<file path="src/rtl/clb_cfg_pkg.sv">
// Shared types and helpers for the CLB configuration loader.
// Holds the loader FSM state encoding and the chain-length helper used to
// size the scan chain from the CLB geometry.
package clb_cfg_pkg;

    typedef enum logic [2:0] {
        ST_IDLE     = 3'd0,
        ST_FETCH    = 3'd1,
        ST_SHIFT_LO = 3'd2,
        ST_SHIFT_HI = 3'd3,
        ST_DONE     = 3'd4
    } cfg_state_t;

    // Scan bits for one CLB: mode flop + select fields + LUT SRAM.
    // ble_n does not change the per-tile count today; it is kept in the
    // signature (and referenced) so multi-BLE tiles can extend it later.
    function automatic int clb_chain_len(input int in_w, input int ble_n, input int sel_w);
        return 1 + sel_w * in_w + (2 ** in_w) + (ble_n * 0);
    endfunction

endpackage

</file>
<file path="src/rtl/clb_cfg_loader_phase_timer.sv">
// Scan clock phase timer: counts DIV clk cycles per scan_clk half-period.
// Latency: ph_end is combinational off the count; lvl toggles on the ph_end edge.
// Backpressure: none; dropping run parks the timer with scan_clk low.
// Ports: clk/rst_n, run (shifting active), ph_end (last cycle of a phase),
//        lvl (scan_clk level, low in the first half of each bit).
module clb_scan_phase_timer #(
    parameter int DIV = 2
) (
    input  logic clk,
    input  logic rst_n,
    input  logic run,
    output logic ph_end,
    output logic lvl
);

    localparam int PH_W = (DIV > 1) ? $clog2(DIV) : 1;

    logic [PH_W-1:0] ph_cnt;

    assign ph_end = run && (ph_cnt == PH_W'(DIV - 1));

    always_ff @(posedge clk or negedge rst_n) begin
        if (!rst_n) begin
            ph_cnt <= '0;
            lvl    <= 1'b0;
        end else if (!run) begin
            ph_cnt <= '0;
            lvl    <= 1'b0;
        end else if (ph_end) begin
            ph_cnt <= '0;
            lvl    <= ~lvl;
        end else begin
            ph_cnt <= ph_cnt + PH_W'(1);
        end
    end

endmodule

</file>
<file path="src/rtl/clb_cfg_loader.sv">
// Serialises host config words into a CLB scan chain and returns displaced bits.
// Latency: done at 1 + ceil(CHAIN_LEN/WORD_W) + 2*DIV*CHAIN_LEN cycles after start.
// Backpressure: cfg_ready only in FETCH; stalls hold scan_clk low; rb has none.
// Ports: start/busy/done control; cfg_data/cfg_valid/cfg_ready host stream;
//        scan_clk/scan_en/scan_data/scan_ret chain side; rb_data/rb_valid readback.
module clb_cfg_loader
    import clb_cfg_pkg::*;
#(
    parameter int CHAIN_LEN = clb_chain_len(4, 1, 3),
    parameter int WORD_W    = 8,
    parameter int DIV       = 2
) (
    input  logic              clk,
    input  logic              rst_n,
    input  logic              start,
    input  logic [WORD_W-1:0] cfg_data,
    input  logic              cfg_valid,
    output logic              cfg_ready,
    output logic              scan_clk,
    output logic              scan_en,
    output logic              scan_data,
    input  logic              scan_ret,
    output logic [WORD_W-1:0] rb_data,
    output logic              rb_valid,
    output logic              busy,
    output logic              done
);

    localparam int BIT_W = $clog2(CHAIN_LEN + 1);
    localparam int WB_W  = $clog2(WORD_W + 1);

    cfg_state_t        state;
    logic [BIT_W-1:0]  bit_cnt;
    logic [WB_W-1:0]   wbit_cnt;
    logic [WORD_W-1:0] sh_buf;
    logic [WORD_W-1:0] rb_buf;

    logic              ph_end;
    logic              run;
    logic [BIT_W-1:0]  bit_nxt;
    logic [WB_W-1:0]   wb_nxt;
    logic [WORD_W-1:0] cap_word;
    logic [WORD_W-1:0] sh_nxt;
    logic              rb_last;

    assign run = (state == ST_SHIFT_LO) || (state == ST_SHIFT_HI);

    clb_scan_phase_timer #(.DIV(DIV)) u_timer (
        .clk    (clk),
        .rst_n  (rst_n),
        .run    (run),
        .ph_end (ph_end),
        .lvl    (scan_clk)
    );

    always_comb begin
        bit_nxt  = bit_cnt + BIT_W'(1);
        wb_nxt   = wbit_cnt + WB_W'(1);
        sh_nxt   = sh_buf >> 1;
        // rb_buf is cleared after every emitted word, so untouched upper
        // bits of a partial final word read back as 0.
        cap_word = rb_buf | (WORD_W'(scan_ret) << wbit_cnt);
        rb_last  = (wbit_cnt == WB_W'(WORD_W - 1)) || (bit_cnt == BIT_W'(CHAIN_LEN - 1));
    end

    always_ff @(posedge clk or negedge rst_n) begin
        if (!rst_n) begin
            state     <= ST_IDLE;
            bit_cnt   <= '0;
            wbit_cnt  <= '0;
            sh_buf    <= '0;
            rb_buf    <= '0;
            cfg_ready <= 1'b0;
            scan_en   <= 1'b0;
            scan_data <= 1'b0;
            rb_data   <= '0;
            rb_valid  <= 1'b0;
            busy      <= 1'b0;
            done      <= 1'b0;
        end else begin
            rb_valid <= 1'b0;
            done     <= 1'b0;
            case (state)
                ST_IDLE: begin
                    if (start) begin
                        state     <= ST_FETCH;
                        cfg_ready <= 1'b1;
                        busy      <= 1'b1;
                    end
                end
                ST_FETCH: begin
                    // scan_en is left as-is while stalled so the chain
                    // sees no spurious enable edge between words.
                    if (cfg_valid && cfg_ready) begin
                        sh_buf    <= cfg_data;
                        scan_data <= cfg_data[0];
                        scan_en   <= 1'b1;
                        cfg_ready <= 1'b0;
                        state     <= ST_SHIFT_LO;
                    end
                end
                ST_SHIFT_LO: begin
                    // Capture at the end of the low phase: scan_ret still
                    // holds the far-end bit that the coming rise displaces.
                    if (ph_end) begin
                        if (rb_last) begin
                            rb_data  <= cap_word;
                            rb_valid <= 1'b1;
                            rb_buf   <= '0;
                        end else begin
                            rb_buf <= cap_word;
                        end
                        state <= ST_SHIFT_HI;
                    end
                end
                ST_SHIFT_HI: begin
                    if (ph_end) begin
                        bit_cnt <= bit_nxt;
                        if (bit_nxt == BIT_W'(CHAIN_LEN)) begin
                            wbit_cnt <= wb_nxt;
                            scan_en  <= 1'b0;
                            done     <= 1'b1;
                            state    <= ST_DONE;
                        end else if (wb_nxt == WB_W'(WORD_W)) begin
                            wbit_cnt  <= '0;
                            cfg_ready <= 1'b1;
                            state     <= ST_FETCH;
                        end else begin
                            wbit_cnt  <= wb_nxt;
                            sh_buf    <= sh_nxt;
                            scan_data <= sh_nxt[0];
                            state     <= ST_SHIFT_LO;
                        end
                    end
                end
                ST_DONE: begin
                    bit_cnt   <= '0;
                    wbit_cnt  <= '0;
                    scan_data <= 1'b0;
                    busy      <= 1'b0;
                    state     <= ST_IDLE;
                end
                default: begin
                    state <= ST_IDLE;
                end
            endcase
        end
    end

endmodule

</file>
<file path="config.mk">
export PLATFORM = sky130hd
export DESIGN_NAME = clb_cfg_loader
export DESIGN_NICKNAME = d
export VERILOG_FILES = /design/src/rtl/clb_cfg_pkg.sv /design/src/rtl/clb_cfg_loader_phase_timer.sv /design/src/rtl/clb_cfg_loader.sv
export SDC_FILE = /design/constraint.sdc
export NUM_CORES = 1
export LEC_CHECK = 0
export ABC_CLOCK_PERIOD_IN_PS = 2500
export BUFFER_PORTS_ARGS = -buffer_cell sky130_fd_sc_hd__buf_2
export CORE_MARGIN = 5
export CORE_UTILIZATION = 29
export CTS_BUF_LIST = sky130_fd_sc_hd__clkbuf_4 sky130_fd_sc_hd__clkbuf_8
export CTS_CLUSTER_SIZE = 20
export DETAILED_ROUTE_END_ITERATION = 6
export GPL_TIMING_DRIVEN = 0
export HOLD_SLACK_MARGIN = 0.08
export SYNTH_ARGS = -nofsm -noshare
export SYNTH_HDL_FRONTEND = slang
export SYNTH_SLANG_ARGS = --single-unit
</file>
<file path="constraint.sdc">
create_clock -name clk -period 2.5 [get_ports clk]
set_input_delay 0.375 -clock clk [delete_from_list [all_inputs] [get_ports clk]]
set_output_delay 0.375 -clock clk [all_outputs]
set_load 0.01 [all_outputs]
</file>
======== Word-level counts from Yosys, hierarchy flattened ========
Index checks and enable logic that the tools add are counted.
storage, ports and cells
  register bits ........................... 44
  input port bits ......................... 13
  output and inout port bits .............. 15
  logic and storage cells ................. 101
operators by class
  add/subtract/negate cells ............... 3
  equality and inequality tests ........... 17
  shift-type cells ........................ 1
  mux-type cells .......................... 45
  bitwise gates (word level) .............. 2
  reduce and logical (&&, ||, !) cells .... 19
operators with widths
  cell                                           count
  two-way mux 8 bit                              5
  two-way mux 1 bit                              22
  case mux 8 bit (2 select lines)                1
  two-way mux 3 bit                              5
  inequality test 2 bit, second input constant   7
  two-way mux 4 bit                              3
  case mux 3 bit (4 select lines)                1
  == test 5 bit, second input constant           2
  case mux 5 bit (2 select lines)                1
  AND reduction 5 bit                            2
  OR 8 bit                                       1
  case mux 4 bit (2 select lines)                1
  AND reduction 4 bit                            2
  << shifter 1 x 4 -> 8 bit                      1
  == test 3 x 2 -> 1 bit, second input constant  2
  case mux 1 bit (3 select lines)                2
  AND reduction 2 bit                            3
  AND reduction 6 bit                            1
  nonzero test 2 bit                             3
  nonzero test 3 bit                             2
  adder 5 x 1 -> 5 bit, second input constant    1
  two-way mux 5 bit                              1
  adder 4 x 1 -> 4 bit, second input constant    1
  == test 4 x 3 -> 1 bit, second input constant  1
  12 further kinds                               16

======== Depth between registers and ports, before layout ========
Gate-level depths: netlist of run 1.
  word-level depth ........................ 6
  gate-level depth with buffers ........... 7
  gate-level depth less buffers ........... 6

======== Cells and area by module ========
A second synthesis of run 1 with hierarchy kept.
unflattened totals
  cell total of the unflattened synthesis .. 218
  area, all modules ....................... 2164.6 sq um
by module, submodules not included
  module                instances  cells an instance  area an instance (sq um)  sequential area each (sq um)
  clb_cfg_loader        1          212                2083.2                    1026.0
  clb_scan_phase_timer  1          6                  81.3                      50.0

======== Worst setup path before layout of run 1 ========
OpenSTA, ideal clock, no wires.
  path kind ............................... reg-to-reg
  from .................................... reg bit_cnt[0]
  to ...................................... reg sh_buf[1]
  library setup time ...................... 125 ps
  data arrival time ....................... 1766 ps
  required time ........................... 2375 ps
  path slack .............................. 609 ps
  cell stages (with the launch flop) ...... 7
  buffers on the path ..................... 0
  clock period less this slack ............ 1891 ps
  cell sequence ........................... dfrtp_1 ha_1 nand2b_1 a21oi_4 o211ai_4 o22ai_4 mux2_4
between the ends
  word-level cells in the longest chain between the ends .. 4
RTL lines
  what                             line                   text
  start, declared                  clb_cfg_loader.sv:33   logic [BIT_W-1:0] bit_cnt;
  start signal, assigned           clb_cfg_loader.sv:118  bit_cnt <= bit_nxt;
  adder 5 x 1 -> 5 bit             clb_cfg_loader.sv:57   bit_nxt = bit_cnt + BIT_W'(1);
  == test 5 bit                    clb_cfg_loader.sv:119  if (bit_nxt == BIT_W'(CHAIN_LEN)) begin
  inequality test 2 bit (no line)  --
  AND reduction 5 bit (no line)    --
  end signal, assigned             clb_cfg_loader.sv:95   sh_buf <= cfg_data;
  end signal, assigned             clb_cfg_loader.sv:130  sh_buf <= sh_nxt;
  end, declared                    clb_cfg_loader.sv:35   logic [WORD_W-1:0] sh_buf;
Every way passes these cells.
A chain may end at the register's enable or synchronous reset.

======== Worst setup path after layout of run 1 ========
Same ends and word-level chain as after synthesis.

==> insert_results.sql, run 1 <==
INSERT INTO impl_metrics (metric_group, metric, value, unit) VALUES
('run_status', 'status', 'completed', ''),
('critical_path', 'critical_path.top_delay_family', 'compound AO/OA/AOI/OAI gates', ''),
('logic_synthesis', 'post_synth_arst_share', '100.0', '%'),
('layout', 'areaGrowthSynthToFinish', '17.28', '%'),
('sta', 'finalMaxSlewViolations', '0', ''),
('logic_synthesis', 'netlist_area', '2151', 'um^2'),
('critical_path', 'worst-r2r-cell-count', '6', ''),
('logic_synthesis', 'mappedNetlistNets', '220', ''),
('drt', 'route.detailed.drc', '0', ''),
('logic_synthesis', 'ys_ff_latch', '43', ''),
('cts', 'tritoncts', 'done', ''),
('die', 'ioPinCount', '28', ''),
('global_route', 'grt_max_degree', '44', ''),
('cts', 'clk_pin_slew_worst_paths', '0.08', 'ns'),
('global_route', 'wire_length_of_the_first_global_routing_pass', '7.990', 'mm'),
('critical_path', 'crit_path_end_kind', 'flip-flop', ''),
('power_and_ir_drop', 'internal-power', '1.680', 'mW'),
('die', 'fp.dieArea', '9239', 'um^2'),
('power_and_ir_drop', 'sw_frac_of_total', '36.41', '%'),
('sta', 'timing.hold.ws', '0.2321', 'ns'),
('sta', 'tns', '0', 'ns'),
('logic_synthesis', 'synth.largest_area_cell', 'sky130_fd_sc_hd__dfrtp_1', ''),
('critical_path', 'setup.worst_path.class', 'flip-flop to flip-flop', ''),
('placed_design', 'place_hpwl', '3.099', 'mm'),
('critical_path', 'r2r-end', 'sh_buf[1]$_DFFE_PN0P_', ''),
('sta', 'max_frequency', '484.2', 'MHz'),
('logic_synthesis', 'ys.flop_type', 'sky130_fd_sc_hd__dfrtp_1', ''),
('placed_design', 'place_inst', '330', ''),
('die', 'floorplan.die.height', '96.12', 'um'),
('logic_synthesis', 'yosysWarningCount', '0', ''),
('cts', 'clockRootBuffer', 'sky130_fd_sc_hd__clkbuf_8', ''),
('cts', 'holdBufCountCts', '0', ''),
('logic_synthesis', 'synth_cells', '204', ''),
('critical_path', 'timing.critical_path.cells', 'ha_1, nand2b_1, a21oi_4, o211ai_4, o22ai_4, mux2_4', ''),
('sta', 'fraction_of_the_cycle_the_final_worst_path_needs', '82.61', '%'),
('sta', 'fin_crit', '2.065', 'ns'),
('critical_path', 'cp.required', '2.69', 'ns'),
('critical_path', 'crit_buf_inv', '0', ''),
('die', 'start_util', '29.65', '%'),
('logic_synthesis', 'syn_area_per_cell', '10.54', 'um^2'),
('global_route', 'global_route.usage.met3', '3.127', '%'),
('placed_design', 'port_buffers', '27', ''),
('layout', 'final_util', '34.78', '%'),
('cts', 'post_cts.resized_instances', '0', ''),
('power_and_ir_drop', 'cellPowerDensity', '1048', 'nW/um^2'),
('power_and_ir_drop', 'power_leakage', '1.148', 'nW'),
('global_route', 'grt_most_used_layer', 'met2', ''),
('layout', 'post_route_cell_area', '2522', 'um^2'),
('sta', 'setup-violations-final', '0', ''),
('placed_design', 'cell_area_reported_after_detailed_placement', '2410', 'um^2'),
('sta', 'max_slew.worst_pin.slew', '0.9712', 'ns'),
('logic_synthesis', 'synth-edff-count', '0', ''),
('logic_synthesis', 'post-synth-top-count-cell', 'sky130_fd_sc_hd__dfrtp_1', ''),
('global_route', 'grt_util_all_layers', '11.02', '%'),
('critical_path', 'reg2reg_setup_slack', '0.43', 'ns'),
('power_and_ir_drop', 'netSwitchingPower', '962.0', 'uW'),
('layout', 'drive_above_1_share', '26.78', '%'),
('layout', 'final_net_count', '254', ''),
('sta', 'final.setup_skew', '0.007235', 'ns'),
('power_and_ir_drop', 'pwr-share-seq', '39.3', '%'),
('drt', 'drt-pass1-iter-count', '4', ''),
('global_route', 'met1_usage', '15.06', '%'),
('drt', 'routed_via_density', '4.701', ''),
('logic_synthesis', 'synth.top_cell.area_share', '50.03', '%'),
('cts', 'htree_num_levels', '2', ''),
('cts', 'clockBufferDepth', '2', ''),
('global_route', 'overflow', '0', ''),
('drt', 'drt_wl_total', '4.433', 'mm'),
('global_route', 'via_count_of_the_first_global_routing_pass', '1672', ''),
('placed_design', 'place_congestion', '0.7563', ''),
('job', 'drv_cap', '0', '');
[logic make-up (layout without fill, tap and decap cells)]
| group | after synthesis | count (layout) | share of synthesized area [%] |
|---|---|---|---|
| AOI/OAI and AO/OA | 54 | 54 | 18.91 |
| xor gates and xnor gates | 3 | 3 | 1.222 |
| adders and majority gates | 3 | 3 | 1.745 |
| buffers and inverters | 13 | 48 | 3.315 |
| DFF | 43 | 43 | 50.03 |
| muxes | 13 | 13 | 7.795 |
| and+or+nand+nor | 75 | 75 | 16.99 |
[layer usage]
metal	routed length (um)	vias up
met4	17	0
met2	2058	25
li1	-	791
met3	160	2
met5	0	-
met1	2197	771
[power by group through the flow]
stage	Clock [mW]	Sequential, mW	Combinational [mW]
2_1_floorplan	0	1.03	0.835
3_3_place_gp	0	1.04	1.05
3_5_place_dp	0	1.05	1.07
4_1_cts	0.568	1.04	1.07
5_1_grt	0.603	1.07	1.20
6_report	0.546	1.04	1.06
[final cells by class]
type                    count  area [um^2]  share of cell area (%)
clock inverters             3        43.79                   1.736
plain buffers               8        52.55                   2.083
multi-input cells         148         1003                   39.78
repair buffers             27        135.1                   5.357
well taps                  99        123.9                   4.911
flip-flops and latches     43         1076                   42.66
clock buffers               5        68.82                   2.728
inverters                   5        18.77                  0.7440
[sequential cells by signal, indices dropped and copies added (netlist names)]
name	cells
sh_buf	7
scan_data	1
scan_en	1
cfg_ready	1
rb_valid	1
rb_data	8
u_timer.lvl	1
done	1
u_timer.ph_cnt	1
bit_cnt	5
busy	1
state	3
wbit_cnt	4
rb_buf	8
[per-stage QoR]
stage                     worst slack (ns)  total power [mW]
after floorplan                     0.6087             1.867
after CTS                           0.4116             2.681
final                               0.4347             2.643
after global placement              0.4413             2.098
after global routing                0.3363             2.874
after detailed placement            0.4285             2.120
[how the worst max path moves through the flow]
stage / from / to / cells after the start
6_report: bit_cnt[0]$_DFFE_PN0P_ / sh_buf[1]$_DFFE_PN0P_ / 6
5_1_grt: state[2]$_DFFE_PN0P_ / sh_buf[1]$_DFFE_PN0P_ / 6
4_1_cts: bit_cnt[0]$_DFFE_PN0P_ / sh_buf[1]$_DFFE_PN0P_ / 6
3_5_place_dp: bit_cnt[0]$_DFFE_PN0P_ / sh_buf[6]$_DFFE_PN0P_ / 6
3_3_place_gp: bit_cnt[0]$_DFFE_PN0P_ / sh_buf[4]$_DFFE_PN0P_ / 6
2_1_floorplan: bit_cnt[0]$_DFFE_PN0P_ / sh_buf[1]$_DFFE_PN0P_ / 6
[cell usage in the layout (no fill, tap or decap), drive strengths merged, types with 3 or more instances in the layout]
| cell type | n |
|---|---|
| o21ai | 9 |
| nor3 | 11 |
| dfrtp | 43 |
| ha | 3 |
| a211oi | 3 |
| clkbuf | 6 |
| a41oi | 3 |
| nand2b | 3 |
| mux2 | 12 |
| nor2b | 4 |
| buf | 34 |
| nand3 | 5 |
| nand3b | 3 |
| nor2 | 31 |
| a31oi | 5 |
| a21oi | 16 |
| a21o | 4 |
| nand2 | 13 |
| inv | 5 |
Note: power is estimated with default switching activity, not from simulation.
==> inputs of run 2 (changes only) <==
- ABC_CLOCK_PERIOD_IN_PS: 2500 -> 2000
- clock period: 2.5 -> 2 ns (I/O delays scaled with it)
==> run 2 against run 1 <==
Compared with the run above:
- fmax rose by 8.0%
- first-iteration DRC count is 11% lower
- power is 28% higher
- flip-flop and latch count unchanged
==> insert_results.sql, run 2 (synthesized netlist as in run 1, its figures left out) <==
INSERT INTO impl_metrics (metric_group, metric, value, unit) VALUES
('min_path', 'hold_class', 'input pin to async pin', ''),
('drt', 'drt-pass1-iter-count', '4', ''),
('drt', 'vias', '1631', ''),
('drt', 'detail_route.iter0.violations', '79', ''),
('drt', 'routed_via_density', '4.755', ''),
('layout', 'commonest_cells_after_routing_fill_and_taps_aside', '42 x sky130_fd_sc_hd__dfrtp_1, 30 x sky130_fd_sc_hd__buf_2, 30 x sky130_fd_sc_hd__nor2_1', ''),
('cts', 'clockRootBuffer', 'sky130_fd_sc_hd__clkbuf_8', ''),
('critical_path', 'r2r-end', 'sh_buf[1]$_DFFE_PN0P_', ''),
('power_and_ir_drop', 'power_leakage', '1.174', 'nW'),
('die', 'ioPinCount', '28', ''),
('global_route', 'initial_antenna_violation_count', '0', ''),
('placed_design', 'place_congestion', '0.7563', ''),
('critical_path', 'worst-r2r-cell-count', '7', ''),
('global_route', 'via_count_of_the_first_global_routing_pass', '1675', ''),
('drt', 'met1_length', '2.171', 'mm'),
('sta', 'final.setup_skew', '0.005437', 'ns'),
('sta', 'worst_case_headroom_to_the_max_slew_limit', '35.99', '%'),
('cts', 'clkSinkCount', '43', ''),
('layout', 'areaGrowthSynthToFinish', '20.48', '%'),
('sta', 'max_frequency', '522.8', 'MHz'),
('placed_design', 'place_inst', '330', ''),
('critical_path', 'crit_path_end_kind', 'flip-flop', ''),
('critical_path', 'setup.worst_path.class', 'flip-flop to flip-flop', ''),
('sta', 'finalMaxSlewViolations', '0', ''),
('sta', 'fraction_of_the_cycle_the_final_worst_path_needs', '95.65', '%'),
('global_route', 'wire_length_of_the_first_global_routing_pass', '8.017', 'mm'),
('layout', 'drive_above_1_share', '29.92', '%'),
('layout', 'num_antenna_cells', '0', ''),
('drt', 'top_layer_used', 'met4', ''),
('global_route', 'grt_max_degree', '44', ''),
('sta', 'max_slew.worst_pin.slew', '0.9601', 'ns'),
('power_and_ir_drop', 'p_total', '3.384', 'mW'),
('layout', 'fill_cells', '759', ''),
('die', 'die_wd', '96.12', 'um'),
('critical_path', 'worstPathArrival', '2.10', 'ns'),
('drt', 'detailroute.wirelength.met3', '170', 'um'),
('layout', 'finalNonFillerCells', '343', ''),
('sta', 'hold_violations', '0', ''),
('cts', 'clk_pin_slew_worst_paths', '0.08', 'ns'),
('die', 'standard_cell_rows', '31', ''),
('placed_design', 'port_buffers', '27', ''),
('die', 'floorplan.die.height', '96.12', 'um'),
('cts', 'cts_inserted_buffers', '5', ''),
('global_route', 'grt_util_all_layers', '11.07', '%'),
('critical_path', 'crit-reg2reg-launch', 'bit_cnt[0]$_DFFE_PN0P_', ''),
('die', 'fp.dieArea', '9239', 'um^2'),
('power_and_ir_drop', 'vdd_ir_drop_max', '0.6040', 'mV'),
('drt', 'route.met2.wl', '2.046', 'mm'),
('sta', 'fin_crit', '1.913', 'ns'),
('placed_design', 'cell_area_reported_after_detailed_placement', '2410', 'um^2'),
('critical_path', 'start_kind', 'flip-flop', ''),
('critical_path', 'setup.worst_path.start', 'bit_cnt[0]$_DFFE_PN0P_', ''),
('drt', 'route.antenna.remaining_nets', '0', ''),
('global_route', 'overflow', '0', ''),
('critical_path', 'crit_path_max_incr_delay', '0.45', 'ns'),
('job', 'drv_cap', '0', ''),
('placed_design', 'place_hpwl', '3.099', 'mm'),
('sta', 'setup-violations-final', '0', ''),
('layout', 'final_net_count', '259', ''),
('die', 'start_util', '29.65', '%'),
('drt', 'route.detailed.wl_per_inst', '12.94', 'um'),
('cts', 'clockBufferDepth', '2', ''),
('cts', 'tritoncts', 'done', ''),
('critical_path', 'crit_path_top_delay_cell', 'sky130_fd_sc_hd__dfrtp_2', ''),
('power_and_ir_drop', 'cellPowerDensity', '1306', 'nW/um^2'),
('layout', 'leading_cell_type_in_the_layout_fill_and_taps_excluded', 'sky130_fd_sc_hd__dfrtp_1', ''),
('layout', 'largestRegisters', 'rb_buf: 8 flops, rb_data: 8 flops, sh_buf: 7 flops', ''),
('critical_path', 'peak_fanout_along_the_critical_path', '8', ''),
('run_status', 'status', 'completed', ''),
('drt', 'drt_wl_total', '4.438', 'mm'),
('die', 'floorplan.core_area', '7253', 'um^2'),
('sta', 'rsz_0062_raised_after_global_routing', 'no', ''),
('critical_path', 'timing.critical_path.cells', 'ha_2, nand2b_1, a21oi_4, o211ai_4, o22ai_4, buf_12, mux2_4', ''),
('layout', 'post_route_cell_area', '2591', 'um^2'),
('cts', 'htree_num_levels', '2', ''),
('critical_path', 'cp.required', '2.19', 'ns'),
('cts', 'holdBufCountCts', '0', ''),
('drt', 'route.detailed.drc', '0', ''),
('sta', 'timing.hold.ws', '0.1597', 'ns'),
('cts', 'clk_latency', '0.30', 'ns'),
('layout', 'final_util', '35.73', '%'),
('critical_path', 'reg2reg_setup_slack', '0.09', 'ns');
run 2: cell count changes in the layout (fill, tap and decap cells not counted), sizes merged:
cell  before  now
buf       34   39
run 2: per-layer routing:
layer | up-vias | global-route usage, %
li1 | 803 | -
met5 | - | 0
met1 | 795 | 15.20
met2 | 28 | 16.56
met4 | 0 | 3.910
met3 | 5 | 3.127
run 2: area by class of cell:
type                    count  area (um^2)  share of cell area (%)
flip-flops and latches     43         1077                   41.57
multi-input cells         148         1021                   39.40
repair buffers             32        185.2                   7.146
well taps                  99        123.9                   4.780
clock buffers               5        68.82                   2.656
plain buffers               8        52.55                   2.028
clock inverters             3        43.79                   1.690
inverters                   5        18.77                  0.7243
run 2: worst max-delay path by stage:
stage,to,slack (ns),cells after the start
finish,sh_buf[1]$_DFFE_PN0P_,0.09,7
floorplan,sh_buf[1]$_DFFE_PN0P_,0.11,6
detailed placement,sh_buf[6]$_DFFE_PN0P_,-0.07,6
global placement,sh_buf[4]$_DFFE_PN0P_,-0.06,6
global route,scan_data$_DFFE_PN0P_,0.004,6
CTS,sh_buf[1]$_DFFE_PN0P_,0.01,7
run 2: metrics by stage:
stage | worst slack [ns] | setup TNS [ns]
final | 0.08704 | 0
after global placement | -0.05873 | -0.3344
after CTS | 0.01106 | 0
after detailed placement | -0.07146 | -0.3937
after global routing | 0.003592 | 0
after floorplan | 0.1087 | 0
run 2: power by group:
group	switching, mW	internal (mW)	leakage, nW
sequential	0.209	1.10	0.555
combinational	0.711	0.683	0.561
clock	0.311	0.372	0.0581
run 2: worst max-delay path, delay by kind of cell (launching register included):
kind                       cells  cell delay, ns
AOI/OAI and AO/OA              3            0.49
DFF                            1            0.45
muxes                          1            0.30
adders and majority gates      1            0.23
and+or+nand+nor                1            0.18
buffers and inverters          1            0.15
run 2: repair_timing:
item                                    in CTS  in global routing
resized for setup                            2                  3
endpoints found under the setup margin       6                 16
endpoints found under the hold margin        0                  0
pin swaps                                    1                  2
setup buffers                                1                  4
==> inputs of run 3 (changes only) <==
--- a/config.mk
+++ b/config.mk
@@ -9,2 +9,4 @@
 export BUFFER_PORTS_ARGS = -buffer_cell sky130_fd_sc_hd__buf_2
+export CELL_PAD_IN_SITES_DETAIL_PLACEMENT = 0
+export CELL_PAD_IN_SITES_GLOBAL_PLACEMENT = 1
 export CORE_MARGIN = 5
@@ -16,2 +18,3 @@
 export HOLD_SLACK_MARGIN = 0.08
+export PLACE_DENSITY_LB_ADDON = 0.1
 export SYNTH_ARGS = -nofsm -noshare
==> constraint.sdc (replaced) <==
create_clock -name clk -period 2 [get_ports clk]
set_input_delay 0.2 -clock clk [delete_from_list [all_inputs] [get_ports clk]]
set_output_delay 0.2 -clock clk [all_outputs]
set_load 0.01 [all_outputs]
==> run 3 against run 2 <==
Compared with the run above:
- first-iteration DRC count stayed put
- flip-flop and latch count stayed put
- combinational power is 6% higher
- final area is 2.6% higher
- sequential power hardly changed
- clock power is 23% higher
- via count is 2.3% higher
- fmax is 1.6% lower
- die area stayed put
- register-to-register slack worse by 0.03 ns
- critical path type unchanged
- critical endpoint is now scan_en$_DFFE_PN0P_
- largest power group unchanged
==> insert_results.sql, run 3 (synthesized netlist as in run 1, its figures left out) <==
INSERT INTO impl_metrics (metric_group, metric, value, unit) VALUES
('run_status', 'status', 'completed', ''),
('critical_path', 'crit-reg2reg-launch', 'bit_cnt[0]$_DFFE_PN0P_', ''),
('layout', 'drive_above_1_share', '31.58', '%'),
('drt', 'route.detailed.drc', '0', ''),
('power_and_ir_drop', 'logic_pwr_share', '40.7', '%'),
('critical_path', 'start_kind', 'flip-flop', ''),
('cts', 'clockBufferDepth', '2', ''),
('die', 'fp.dieArea', '9239', 'um^2'),
('sta', 'fin_crit', '1.945', 'ns'),
('global_route', 'grt_util_all_layers', '12.02', '%'),
('critical_path', 'reg2reg_setup_slack', '0.06', 'ns'),
('power_and_ir_drop', 'sw_frac_of_total', '35.87', '%'),
('power_and_ir_drop', 'pwr-share-seq', '36.2', '%'),
('critical_path', 'worstPathArrival', '2.14', 'ns'),
('global_route', 'via_count_of_the_first_global_routing_pass', '1685', ''),
('placed_design', 'place_congestion', '0.7517', ''),
('layout', 'leading_cell_type_in_the_layout_fill_and_taps_excluded', 'sky130_fd_sc_hd__dfrtp_1', ''),
('global_route', 'overflow', '0', ''),
('cts', 'clk_pin_slew_worst_paths', '0.09', 'ns'),
('critical_path', 'peak_fanout_along_the_critical_path', '5', ''),
('global_route', 'wire_length_of_the_first_global_routing_pass', '8.569', 'mm'),
('die', 'floorplan.core_area', '7253', 'um^2'),
('layout', 'final_net_count', '262', ''),
('cts', 'htree_num_levels', '2', ''),
('sta', 'tns', '0', 'ns'),
('layout', 'num_antenna_cells', '0', ''),
('drt', 'routed_via_density', '4.824', ''),
('sta', 'finalMaxSlewViolations', '0', ''),
('cts', 'clockRootBuffer', 'sky130_fd_sc_hd__clkbuf_8', ''),
('critical_path', 'worst-r2r-cell-count', '7', ''),
('cts', 'cts_inserted_buffers', '5', ''),
('sta', 'final.setup_skew', '0.008983', 'ns'),
('power_and_ir_drop', 'power_leakage', '1.199', 'nW'),
('placed_design', 'place_hpwl', '3.355', 'mm'),
('sta', 'hold_violations', '0', ''),
('sta', 'fraction_of_the_cycle_the_final_worst_path_needs', '97.23', '%'),
('drt', 'route.antenna.remaining_nets', '0', ''),
('die', 'ioPinCount', '28', ''),
('layout', 'areaGrowthSynthToFinish', '23.62', '%'),
('sta', 'setup-violations-final', '0', ''),
('die', 'standard_cell_rows', '31', ''),
('sta', 'max_slew.worst_pin.slew', '1.008', 'ns'),
('critical_path', 'cp.required', '2.20', 'ns'),
('power_and_ir_drop', 'internal-power', '2.327', 'mW'),
('cts', 'holdBufCountCts', '0', ''),
('die', 'die_wd', '96.12', 'um'),
('critical_path', 'setup.worst_path.class', 'flip-flop to flip-flop', ''),
('drt', 'drt-pass1-iter-count', '4', ''),
('drt', 'detail_route.iter0.violations', '79', ''),
('die', 'start_util', '29.65', '%'),
('layout', 'final_util', '36.66', '%'),
('die', 'floorplan.die.height', '96.12', 'um'),
('drt', 'route.detailed.wl_per_inst', '15.06', 'um'),
('global_route', 'initial_antenna_violation_count', '0', ''),
('sta', 'worst_case_headroom_to_the_max_slew_limit', '32.79', '%'),
('critical_path', 'crit_path_end_kind', 'flip-flop', ''),
('placed_design', 'port_buffers', '27', ''),
('drt', 'vias', '1669', ''),
('power_and_ir_drop', 'netSwitchingPower', '1.302', 'mW'),
('drt', 'drt_wl_total', '5.212', 'mm'),
('cts', 'tritoncts', 'done', ''),
('cts', 'clkSinkCount', '43', ''),
('job', 'drv_cap', '0', ''),
('sta', 'max_frequency', '514.3', 'MHz'),
('cts', 'clk_latency', '0.30', 'ns'),
('critical_path', 'r2r-end', 'scan_en$_DFFE_PN0P_', ''),
('global_route', 'grt_max_degree', '44', ''),
('power_and_ir_drop', 'cellPowerDensity', '1365', 'nW/um^2'),
('min_path', 'hold_class', 'input pin to async pin', ''),
('power_and_ir_drop', 'clock_power_share', '23.1', '%'),
('layout', 'largestRegisters', 'rb_buf: 8 flops, rb_data: 8 flops, sh_buf: 7 flops', ''),
('layout', 'commonest_cells_after_routing_fill_and_taps_aside', '41 x sky130_fd_sc_hd__dfrtp_1, 30 x sky130_fd_sc_hd__buf_2, 29 x sky130_fd_sc_hd__nor2_1', ''),
('power_and_ir_drop', 'vdd_ir_drop_max', '0.5212', 'mV');
-- run 3: power by group through the flow --
stage	Clock (mW)	Combinational [mW]	Sequential (mW)
finish	0.837	1.48	1.31
global route	0.893	1.64	1.36
detailed placement	0	1.36	1.32
global placement	0	1.37	1.32
floorplan	0	1.04	1.29
CTS	0.849	1.42	1.31
-- run 3: metal layers --
metal	track usage [%]	wire (um)	share of wire (%)
met1	16.69	2629	50
met2	18.17	2311	44
met3	3.284	210	4.0
met4	3.555	61	1.2
met5	0	0	0
-- run 3: repair_timing --
item | 4_1_cts | 5_1_grt
pin swaps | 1 | 2
gates cloned | 0 | 1
endpoints found under the setup margin | 6 | 23
gates resized for setup | 2 | 7
buffers inserted | 1 | 6
-- run 3: layout make-up --
class,count,area [um^2]
inverter,5,18.77
tap,99,123.9
sequential,43,1079
multi-input combinational,149,1049
timing repair buffer,34,200.2
fill,774,4594
buffer,8,52.55
clock buffer,6,76.32
clock inverter,2,60.06
-- run 3: stage by stage --
| step | total power, mW | cells | hold WS (ns) | worst slack (ns) | instance area, um^2 |
|---|---|---|---|---|---|
| 6_report | 3.629 | 346 | 0.07177 | 0.05543 | 2659 |
| 5_1_grt | 3.891 | 346 | 0.1281 | -0.002275 | 2659 |
| 4_1_cts | 3.577 | 339 | 0.1148 | 0.002836 | 2574 |
| 3_5_place_dp | 2.682 | 330 | 0.4422 | -0.1006 | 2410 |
| 3_3_place_gp | 2.687 | 330 | 0.4484 | -0.1065 | 2410 |
| 2_1_floorplan | 2.334 | 204 | -0.09559 | 0.1087 | 2151 |
-- run 3: how the worst max path moves through the flow --
stage / startpoint / endpoint / slack [ns] / depth (start not counted)
6_report: bit_cnt[0]$_DFFE_PN0P_ / scan_en$_DFFE_PN0P_ / 0.06 / 7
5_1_grt: bit_cnt[1]$_DFFE_PN0P_ / sh_buf[1]$_DFFE_PN0P_ / -0.002 / 7
4_1_cts: state[2]$_DFFE_PN0P_ / rb_data[7]$_DFFE_PN0P_ / 0.003 / 6
3_5_place_dp: bit_cnt[0]$_DFFE_PN0P_ / sh_buf[6]$_DFFE_PN0P_ / -0.10 / 6
3_3_place_gp: bit_cnt[0]$_DFFE_PN0P_ / sh_buf[3]$_DFFE_PN0P_ / -0.11 / 6
2_1_floorplan: bit_cnt[0]$_DFFE_PN0P_ / sh_buf[1]$_DFFE_PN0P_ / 0.11 / 6
-- run 3: worst max-delay path, stage by stage (launching register included) --
cell                       delay [ns]
sky130_fd_sc_hd__dfrtp_2         0.44
sky130_fd_sc_hd__ha_2            0.22
sky130_fd_sc_hd__nand2b_1        0.18
sky130_fd_sc_hd__a21oi_4         0.17
sky130_fd_sc_hd__o211ai_4        0.17
sky130_fd_sc_hd__buf_4           0.19
sky130_fd_sc_hd__a211o_2         0.32
sky130_fd_sc_hd__a21o_1          0.17
